**config.mk**
```make
export PLATFORM = sky130hd
export DESIGN_NAME = uart_cmd_sequencer_flat
export DESIGN_NICKNAME = d
export VERILOG_FILES = /design/src/rtl/uart_dbg_pkg.sv /design/src/rtl/uart_cmd_sequencer_if.sv /design/src/rtl/uart_cmd_sequencer.sv /design/src/flat_wrapper.sv
export SDC_FILE = /design/constraint.sdc
export NUM_CORES = 1
export LEC_CHECK = 0
export BUFFER_PORTS_ARGS = -buffer_cell sky130_fd_sc_hd__buf_2
export CORE_UTILIZATION = 60
export CTS_BUF_LIST = sky130_fd_sc_hd__clkbuf_4 sky130_fd_sc_hd__clkbuf_8
export CTS_CLUSTER_SIZE = 40
export DETAILED_ROUTE_END_ITERATION = 16
export HOLD_SLACK_MARGIN = 0.1
export PLACE_DENSITY = 0.83
export SLEW_MARGIN = 20
export SYNTH_ARGS = -nofsm -noshare
export SYNTH_HDL_FRONTEND = slang
export SYNTH_SLANG_ARGS = --single-unit
```
**constraint.sdc**
```tcl
create_clock -name i_Clock -period 5.15 [get_ports i_Clock]
set_input_delay 0.2575 -clock i_Clock [delete_from_list [all_inputs] [get_ports i_Clock]]
set_output_delay 0.2575 -clock i_Clock [all_outputs]
set_load 0.02 [all_outputs]
```
**src/rtl/uart_dbg_pkg.sv**
```systemverilog
// -----------------------------------------------------------------------------
// uart_dbg_pkg
// Shared definitions for the UART debug command path:
//   - opcode byte values and the 3-bit command codes they map to
//   - command-sequencer state encoding
//   - field sizes (address / data byte counts)
//   - helpers: decode_opcode, has_addr, has_data
// -----------------------------------------------------------------------------
package uart_dbg_pkg;

  localparam int ADDR_BYTES = 4;
  localparam int DATA_BYTES = 4;
  localparam int ADDR_W     = ADDR_BYTES * 8;
  localparam int DATA_W     = DATA_BYTES * 8;

  // Wide enough to count the longer of the two argument fields.
  localparam int BYTE_CNT_W = (ADDR_BYTES > DATA_BYTES) ? $clog2(ADDR_BYTES)
                                                        : $clog2(DATA_BYTES);

  // Opcode byte values as received on the wire.
  localparam logic [7:0] OPC_PAUSE   = 8'h01;
  localparam logic [7:0] OPC_RESUME  = 8'h02;
  localparam logic [7:0] OPC_MEM_RD  = 8'h03;
  localparam logic [7:0] OPC_MEM_WR  = 8'h04;
  localparam logic [7:0] OPC_REG_RD  = 8'h05;
  localparam logic [7:0] OPC_REG_WR  = 8'h06;
  localparam logic [7:0] OPC_MCU_RST = 8'h07;

  // Decoded command codes presented downstream. OP_NONE marks an
  // unrecognised byte and is never issued.
  typedef enum logic [2:0] {
    OP_NONE    = 3'd0,
    OP_PAUSE   = 3'd1,
    OP_RESUME  = 3'd2,
    OP_MEM_RD  = 3'd3,
    OP_MEM_WR  = 3'd4,
    OP_REG_RD  = 3'd5,
    OP_REG_WR  = 3'd6,
    OP_MCU_RST = 3'd7
  } cmd_op_e;

  typedef enum logic [1:0] {
    ST_IDLE  = 2'd0,
    ST_ADDR  = 2'd1,
    ST_DATA  = 2'd2,
    ST_ISSUE = 2'd3
  } seq_state_e;

  function automatic cmd_op_e decode_opcode(input logic [7:0] b);
    cmd_op_e op;
    case (b)
      OPC_PAUSE:   op = OP_PAUSE;
      OPC_RESUME:  op = OP_RESUME;
      OPC_MEM_RD:  op = OP_MEM_RD;
      OPC_MEM_WR:  op = OP_MEM_WR;
      OPC_REG_RD:  op = OP_REG_RD;
      OPC_REG_WR:  op = OP_REG_WR;
      OPC_MCU_RST: op = OP_MCU_RST;
      default:     op = OP_NONE;
    endcase
    return op;
  endfunction

  function automatic logic has_addr(input cmd_op_e op);
    return (op == OP_MEM_RD) || (op == OP_MEM_WR) ||
           (op == OP_REG_RD) || (op == OP_REG_WR);
  endfunction

  function automatic logic has_data(input cmd_op_e op);
    return (op == OP_MEM_WR) || (op == OP_REG_WR);
  endfunction

endpackage

```
**src/rtl/uart_cmd_sequencer_if.sv**
```systemverilog
// -----------------------------------------------------------------------------
// uart_cmd_sequencer_if
// Bundles the byte-strobe input, the command valid/ready handshake and the
// status/error outputs of the UART command sequencer.
//   master : the sequencer side (consumes bytes + ready, drives command/status)
//   slave  : the surrounding logic (drives bytes + ready, observes command)
// Clock and reset are not part of the bundle.
// -----------------------------------------------------------------------------
interface uart_cmd_sequencer_if;
  import uart_dbg_pkg::*;

  logic              i_Rx_DV;
  logic [7:0]        i_Rx_Byte;
  logic              o_Cmd_Valid;
  logic              i_Cmd_Ready;
  logic [2:0]        o_Cmd_Op;
  logic [ADDR_W-1:0] o_Cmd_Addr;
  logic [DATA_W-1:0] o_Cmd_Data;
  logic              o_Busy;
  logic              o_Err_Opcode;
  logic              o_Err_Timeout;
  logic              o_Err_Overrun;

  modport master (
    input  i_Rx_DV, i_Rx_Byte, i_Cmd_Ready,
    output o_Cmd_Valid, o_Cmd_Op, o_Cmd_Addr, o_Cmd_Data,
    output o_Busy, o_Err_Opcode, o_Err_Timeout, o_Err_Overrun
  );

  modport slave (
    output i_Rx_DV, i_Rx_Byte, i_Cmd_Ready,
    input  o_Cmd_Valid, o_Cmd_Op, o_Cmd_Addr, o_Cmd_Data,
    input  o_Busy, o_Err_Opcode, o_Err_Timeout, o_Err_Overrun
  );

endinterface

```
**src/rtl/uart_cmd_sequencer.sv**
```systemverilog
// -----------------------------------------------------------------------------
// uart_cmd_sequencer
// Assembles UART bytes into debug commands: an opcode byte, then optionally
// a 4-byte big-endian address and a 4-byte big-endian data word. The finished
// command is held on a valid/ready handshake until the downstream accepts it.
// Malformed (unknown opcode), stalled (inter-byte timeout) and overrunning
// (byte during ISSUE) frames each raise a one-cycle error pulse.
//
// Ports:
//   i_Clock    system clock
//   i_Reset_n  synchronous active-low reset
//   bus        uart_cmd_sequencer_if.master
//                i_Rx_DV / i_Rx_Byte    byte strobe from the receiver
//                o_Cmd_Valid / i_Cmd_Ready, o_Cmd_Op/Addr/Data  command out
//                o_Busy                 high whenever not IDLE
//                o_Err_Opcode/Timeout/Overrun  one-cycle error pulses
// -----------------------------------------------------------------------------
module uart_cmd_sequencer
  import uart_dbg_pkg::*;
#(
  parameter  int TIMEOUT_CLKS = 100000,
  localparam int TO_CNT_SIZE  = $clog2(TIMEOUT_CLKS)
) (
  input logic                 i_Clock,
  input logic                 i_Reset_n,
  uart_cmd_sequencer_if.master bus
);

  localparam logic [TO_CNT_SIZE-1:0] TO_LAST   = TO_CNT_SIZE'(TIMEOUT_CLKS - 1);
  localparam logic [BYTE_CNT_W-1:0]  ADDR_LAST = BYTE_CNT_W'(ADDR_BYTES - 1);
  localparam logic [BYTE_CNT_W-1:0]  DATA_LAST = BYTE_CNT_W'(DATA_BYTES - 1);

  seq_state_e              state_q, state_d;
  cmd_op_e                 op_q, op_d;
  logic [ADDR_W-1:0]       addr_q, addr_d;
  logic [DATA_W-1:0]       data_q, data_d;
  logic [BYTE_CNT_W-1:0]   byte_cnt_q, byte_cnt_d;
  logic [TO_CNT_SIZE-1:0]  to_cnt_q, to_cnt_d;
  logic                    err_opcode_q, err_opcode_d;
  logic                    err_timeout_q, err_timeout_d;
  logic                    err_overrun_q, err_overrun_d;

  cmd_op_e rx_op;
  logic    to_expired;

  assign rx_op      = decode_opcode(bus.i_Rx_Byte);
  // Expiry only counts when no byte arrives in the same cycle: the byte wins.
  assign to_expired = (to_cnt_q == TO_LAST) && !bus.i_Rx_DV;

  // ---- state register ----
  always_ff @(posedge i_Clock) begin
    if (!i_Reset_n) begin
      state_q <= ST_IDLE;
    end else begin
      state_q <= state_d;
    end
  end

  // ---- next-state logic ----
  always_comb begin
    state_d = state_q;
    case (state_q)
      ST_IDLE: begin
        if (bus.i_Rx_DV && (rx_op != OP_NONE)) begin
          state_d = has_addr(rx_op) ? ST_ADDR : ST_ISSUE;
        end
      end
      ST_ADDR: begin
        if (bus.i_Rx_DV) begin
          if (byte_cnt_q == ADDR_LAST) begin
            state_d = has_data(op_q) ? ST_DATA : ST_ISSUE;
          end
        end else if (to_expired) begin
          state_d = ST_IDLE;
        end
      end
      ST_DATA: begin
        if (bus.i_Rx_DV) begin
          if (byte_cnt_q == DATA_LAST) begin
            state_d = ST_ISSUE;
          end
        end else if (to_expired) begin
          state_d = ST_IDLE;
        end
      end
      ST_ISSUE: begin
        // o_Cmd_Valid is high for the whole of ISSUE, so ready alone completes it.
        if (bus.i_Cmd_Ready) begin
          state_d = ST_IDLE;
        end
      end
      default: state_d = ST_IDLE;
    endcase
  end

  // ---- output / datapath next-value logic ----
  always_comb begin
    op_d          = op_q;
    addr_d        = addr_q;
    data_d        = data_q;
    byte_cnt_d    = byte_cnt_q;
    to_cnt_d      = to_cnt_q;
    err_opcode_d  = 1'b0;
    err_timeout_d = 1'b0;
    err_overrun_d = 1'b0;
    case (state_q)
      ST_IDLE: begin
        if (bus.i_Rx_DV) begin
          if (rx_op != OP_NONE) begin
            op_d       = rx_op;
            byte_cnt_d = '0;
            to_cnt_d   = '0;
          end else begin
            err_opcode_d = 1'b1;
          end
        end
      end
      ST_ADDR: begin
        if (bus.i_Rx_DV) begin
          addr_d     = {addr_q[ADDR_W-9:0], bus.i_Rx_Byte};
          // Wraps to zero after the last address byte, ready for the data field.
          byte_cnt_d = (byte_cnt_q == ADDR_LAST) ? '0 : byte_cnt_q + 1'b1;
          to_cnt_d   = '0;
        end else if (to_expired) begin
          err_timeout_d = 1'b1;
        end else begin
          to_cnt_d = to_cnt_q + 1'b1;
        end
      end
      ST_DATA: begin
        if (bus.i_Rx_DV) begin
          data_d     = {data_q[DATA_W-9:0], bus.i_Rx_Byte};
          byte_cnt_d = (byte_cnt_q == DATA_LAST) ? '0 : byte_cnt_q + 1'b1;
          to_cnt_d   = '0;
        end else if (to_expired) begin
          err_timeout_d = 1'b1;
        end else begin
          to_cnt_d = to_cnt_q + 1'b1;
        end
      end
      ST_ISSUE: begin
        // Byte is dropped, command stays intact, even in the handshake cycle.
        if (bus.i_Rx_DV) begin
          err_overrun_d = 1'b1;
        end
      end
      default: ;
    endcase
  end

  // ---- datapath / error registers ----
  always_ff @(posedge i_Clock) begin
    if (!i_Reset_n) begin
      op_q          <= OP_NONE;
      addr_q        <= '0;
      data_q        <= '0;
      byte_cnt_q    <= '0;
      to_cnt_q      <= '0;
      err_opcode_q  <= 1'b0;
      err_timeout_q <= 1'b0;
      err_overrun_q <= 1'b0;
    end else begin
      op_q          <= op_d;
      addr_q        <= addr_d;
      data_q        <= data_d;
      byte_cnt_q    <= byte_cnt_d;
      to_cnt_q      <= to_cnt_d;
      err_opcode_q  <= err_opcode_d;
      err_timeout_q <= err_timeout_d;
      err_overrun_q <= err_overrun_d;
    end
  end

  assign bus.o_Cmd_Valid   = (state_q == ST_ISSUE);
  assign bus.o_Busy        = (state_q != ST_IDLE);
  assign bus.o_Cmd_Op      = op_q;
  assign bus.o_Cmd_Addr    = addr_q;
  assign bus.o_Cmd_Data    = data_q;
  assign bus.o_Err_Opcode  = err_opcode_q;
  assign bus.o_Err_Timeout = err_timeout_q;
  assign bus.o_Err_Overrun = err_overrun_q;

endmodule

```
**src/flat_wrapper.sv**
```systemverilog
// flat-port wrapper written by rule: the top's interface ports become plain ports
module uart_cmd_sequencer_flat import uart_dbg_pkg::*;
#(
  parameter  int TIMEOUT_CLKS = 100000,
  localparam int TO_CNT_SIZE  = $clog2(TIMEOUT_CLKS)
)
  (i_Clock, i_Reset_n, bus_i_Rx_DV, bus_i_Rx_Byte, bus_i_Cmd_Ready, bus_o_Cmd_Valid, bus_o_Cmd_Op, bus_o_Cmd_Addr, bus_o_Cmd_Data, bus_o_Busy, bus_o_Err_Opcode, bus_o_Err_Timeout, bus_o_Err_Overrun);
  uart_cmd_sequencer_if bus_i ();
  input logic i_Clock;
  input logic i_Reset_n;
  input wire logic [$bits(bus_i.i_Rx_DV)-1:0] bus_i_Rx_DV;
  input wire logic [$bits(bus_i.i_Rx_Byte)-1:0] bus_i_Rx_Byte;
  input wire logic [$bits(bus_i.i_Cmd_Ready)-1:0] bus_i_Cmd_Ready;
  output wire logic [$bits(bus_i.o_Cmd_Valid)-1:0] bus_o_Cmd_Valid;
  output wire logic [$bits(bus_i.o_Cmd_Op)-1:0] bus_o_Cmd_Op;
  output wire logic [$bits(bus_i.o_Cmd_Addr)-1:0] bus_o_Cmd_Addr;
  output wire logic [$bits(bus_i.o_Cmd_Data)-1:0] bus_o_Cmd_Data;
  output wire logic [$bits(bus_i.o_Busy)-1:0] bus_o_Busy;
  output wire logic [$bits(bus_i.o_Err_Opcode)-1:0] bus_o_Err_Opcode;
  output wire logic [$bits(bus_i.o_Err_Timeout)-1:0] bus_o_Err_Timeout;
  output wire logic [$bits(bus_i.o_Err_Overrun)-1:0] bus_o_Err_Overrun;
  assign bus_i.i_Rx_DV = bus_i_Rx_DV;
  assign bus_i.i_Rx_Byte = bus_i_Rx_Byte;
  assign bus_i.i_Cmd_Ready = bus_i_Cmd_Ready;
  assign bus_o_Cmd_Valid = bus_i.o_Cmd_Valid;
  assign bus_o_Cmd_Op = bus_i.o_Cmd_Op;
  assign bus_o_Cmd_Addr = bus_i.o_Cmd_Addr;
  assign bus_o_Cmd_Data = bus_i.o_Cmd_Data;
  assign bus_o_Busy = bus_i.o_Busy;
  assign bus_o_Err_Opcode = bus_i.o_Err_Opcode;
  assign bus_o_Err_Timeout = bus_i.o_Err_Timeout;
  assign bus_o_Err_Overrun = bus_i.o_Err_Overrun;
  uart_cmd_sequencer #(.TIMEOUT_CLKS(TIMEOUT_CLKS)) u_core (.i_Clock(i_Clock), .i_Reset_n(i_Reset_n), .bus(bus_i));
endmodule
```
==> run_results.csv <==
group,metric,value,unit
power_and_ir_drop,clkPwrFrac,31.3,%
yosys,synth.distinct_cells,39,
yosys,synth.yosys.seq_area_share,49.1,%
cells_and_area,num_antenna_cells,0,
worst_setup_path,cp.arrival,2.46,ns
placed_design,hpwl,5760,µm
route,drt_wl_total,8430,µm
clock_network,cts_made_buffers,9,
worst_setup_path,cp-end-kind,"register",
yosys,synth-xor-area-share,0.236,%
yosys,netlist_area,3710,µm²
global_route,grt_pass1_wl,13500,µm
yosys,syn_inst,461,
global_route,antenna_found_initial,0,
worst_hold_path,min_from,"bus_i_Rx_Byte[5]",
clock_network,hold_buffers,0,
floorplan,rows,28,
clock_network,htree_levels,3,
global_route,overflow,0,
cells_and_area,layout.nets,544,
clock_network,clock-sinks,91,
power_and_ir_drop,p_seq_share,43.8,%
yosys,synth_top_family_by_area,"simple AND/OR/NAND/NOR gates",
yosys,synth-simple-area-share,26.7,%
yosys,avgSynthCellArea,8.05,µm²
clock_network,cts-root-buf,"clkbuf_8",
route,dr.pass1.iters,4,
floorplan,die_h,80.7,µm
worst_setup_path,rrSetupSlack,3.04,ns
outcome,outcome,"completed",
placed_design,gp_congestion,0.871,
yosys,synth_edf_count,0,
timing,max_slew_margin,30.0,%
yosys,ys_ff_latch,91,
cells_and_area,fin_area,4330,µm²
worst_setup_path,reg2reg_from,"u_core.state_q[1]",
yosys,synthMuxAreaShare,1.35,%
timing,hold_viol,0,
yosys,synth-main-ff-cell,"dfxtp_1",
cells_and_area,drive_gt1_share,20.5,%
power_and_ir_drop,combPwrFrac,24.9,%
placed_design,numPortBuffers,83,
placed_design,dpl_cell_area,4100,µm²
yosys,synthArstFlopShare,0,%
timing,rsz0062_at_grt,"false",
global_route,grt_start_max_net_pins,75,
clock_network,clk_latency,0.35,ns
global_route,grt_usage,27.0,%
yosys,ys_warn_count,0,
worst_setup_path,setup.worst_path.class,"input pin to register",
clock_network,cts_max_path_buffers,2,
worst_hold_path,hold_class,"input pin to register",
power_and_ir_drop,p_int,1.14,mW
power_and_ir_drop,powerDensity,400,nW/µm²
worst_hold_path,min_to,"u_core.bus.o_Cmd_Data[5]",
timing,final.setup.tns,0,ns
worst_setup_path,start_kind,"input pin",
floorplan,start_util,62.3,%
timing,slew_violations,0,
timing,whs,0.159,ns
route,ant_nets,0,
yosys,synthAdderAreaFrac,2.02,%
timing,period_share,42.6,%
timing,worst_pin_slew,1.05,ns
route,wl_per_cell,13.9,µm
run,maxCapViolations,0,
cells_and_area,area_delta_synth_final,16.8,%
route,vias,3407,
power_and_ir_drop,p_sw,0.590,mW
clock_network,clk_pin_slew,0.09,ns
route,drt_iter0_markers,245,
worst_setup_path,r2r_end,"u_core.to_cnt_q[5]",
route,vias_per_cell,5.62,
timing,fmax,0.456,GHz
yosys,synth_compound_area_share,16.3,%
route,drc,0,
floorplan,io-pin-count,84,
yosys,syn_nets,479,
worst_setup_path,worstPathRequired,5.42,ns
floorplan,dieArea,6510,µm²
timing,skew,0.00943,ns
clock_network,cts_resized,0,
timing,setup_violations,0,
floorplan,coreArea,5960,µm²
power_and_ir_drop,p_sw_share,34.1,%
worst_hold_path,hold_depth,3,
power_and_ir_drop,leakage,1.65,nW
power_and_ir_drop,ir_drop,0.000197,V
clock_network,cts_setup_buffers,0,
worst_setup_path,reg2reg_depth,6,
global_route,grt_pass1_vias,3055,
worst_setup_path,crit_fanout,31,
clock_network,cts_tree,"done",
timing,period_needed,2.19,ns
floorplan,die_w,80.7,µm
cells in the final DEF (no fill, tap or decap), types with 2 or more instances in the layout:
cell and instances:
nand2_1 145, dfxtp_1 91, buf_2 83, a21oi_1 82
o31ai_1 13, or4_1 13, clkbuf_8 10, nand3_1 7
nand4_1 7, nor2_1 7, inv_1 6, ha_1 6
nor4_1 5, mux2i_1 5, nor3_1 4, nand2b_1 4
or4b_1 3, or3_1 3, and2_1 3, o21ai_0 3
nor4b_1 2, and2_2 2, a31oi_1 2, o21ai_1 2
clkinvlp_4 2, bufinv_16 2, buf_4 2
worst max-delay path, stage by stage:
cell     delay, ns
buf_2         0.12
or4_4         0.58
o41ai_4       0.35
nand2_2       0.36
or4_1         0.62
a21oi_1       0.16
cells by family after synthesis:
group / count (synthesis)
multiplexers: 5
XOR/XNOR: 1
AO/OA/AOI/OAI: 107
AND/OR/NAND/NOR: 213
buffers and inverters: 38
flip-flops: 91
adder cells (fa/ha/maj): 6
worst max path at each step:
stage	from	end	slack (ns)
2_1_floorplan	bus_i_Rx_Byte[4]	u_core.to_cnt_q[12]	3.06
3_3_place_gp	bus_i_Rx_Byte[4]	u_core.to_cnt_q[1]	2.67
3_5_place_dp	bus_i_Rx_Byte[4]	u_core.to_cnt_q[5]	2.61
4_1_cts	u_core.state_q[1]	u_core.state_q[1]	2.83
5_1_grt	bus_i_Rx_Byte[4]	u_core.to_cnt_q[5]	2.85
6_report	bus_i_Rx_Byte[4]	u_core.to_cnt_q[5]	2.96
layer usage:
layer | wire length, µm | share of wire (%) | GRT usage (%) | up-vias
met5 | 0 | 0 | 0 | -
met4 | 95 | 1.1 | 14.1 | 0
met3 | 478 | 5.7 | 5.68 | 10
met2 | 4150 | 49 | 43.8 | 89
met1 | 3700 | 44 | 33.5 | 1589
li1 | - | - | - | 1719
through the flow:
step	setup slack, ns	cells	utilization, %	power [mW]
global placement	2.67	590	68.9	1.19
global route	2.85	606	72.8	1.82
floorplan	3.06	461	-	1.13
CTS	2.83	606	72.7	1.74
detailed placement	2.61	590	68.9	1.20
finish	2.96	606	72.8	1.73
registers in the layout, indices dropped and copies added (netlist names):
| name | flops |
|---|---|
| u_core.bus.o_Cmd_Data | 32 |
| u_core.bus.o_Err_Timeout | 1 |
| u_core.bus.o_Err_Opcode | 1 |
| u_core.state_q | 2 |
| u_core.bus.o_Err_Overrun | 1 |
| u_core.byte_cnt_q | 2 |
| u_core.bus.o_Cmd_Op | 3 |
| u_core.to_cnt_q | 17 |
| u_core.bus.o_Cmd_Addr | 32 |
final cells by class:
type,count,area (µm²)
Fill cell,483,1620
Multi-Input combinational cell,332,1730
Clock buffer,11,145
Inverter,7,26.3
Clock inverter,5,83.8
Timing Repair Buffer,85,430
Sequential cell,91,1820
Tap cell,75,93.8
synth_stat cells (6+ instances only):
cell type  number  share of area (%)
clkbuf_1       22                2.2
nand3_1         7               0.94
a21oi_1        82                 11
nand2_1       145                 15
nand4_1         7                1.2
o31ai_1        13                2.6
inv_1           7               0.71
dfxtp_1        91                 49
ha_1            6                2.0
or4_1          13                2.6
nor2_1          7               0.71
power by group through the flow:
stage / Sequential, mW / Combinational, mW / Clock [mW]
finish: 0.759 / 0.431 / 0.541
global placement: 0.774 / 0.419 / 0
floorplan: 0.794 / 0.338 / 0
global route: 0.765 / 0.479 / 0.580
CTS: 0.759 / 0.430 / 0.549
detailed placement: 0.775 / 0.429 / 0
(Power assumes the default switching activity.)
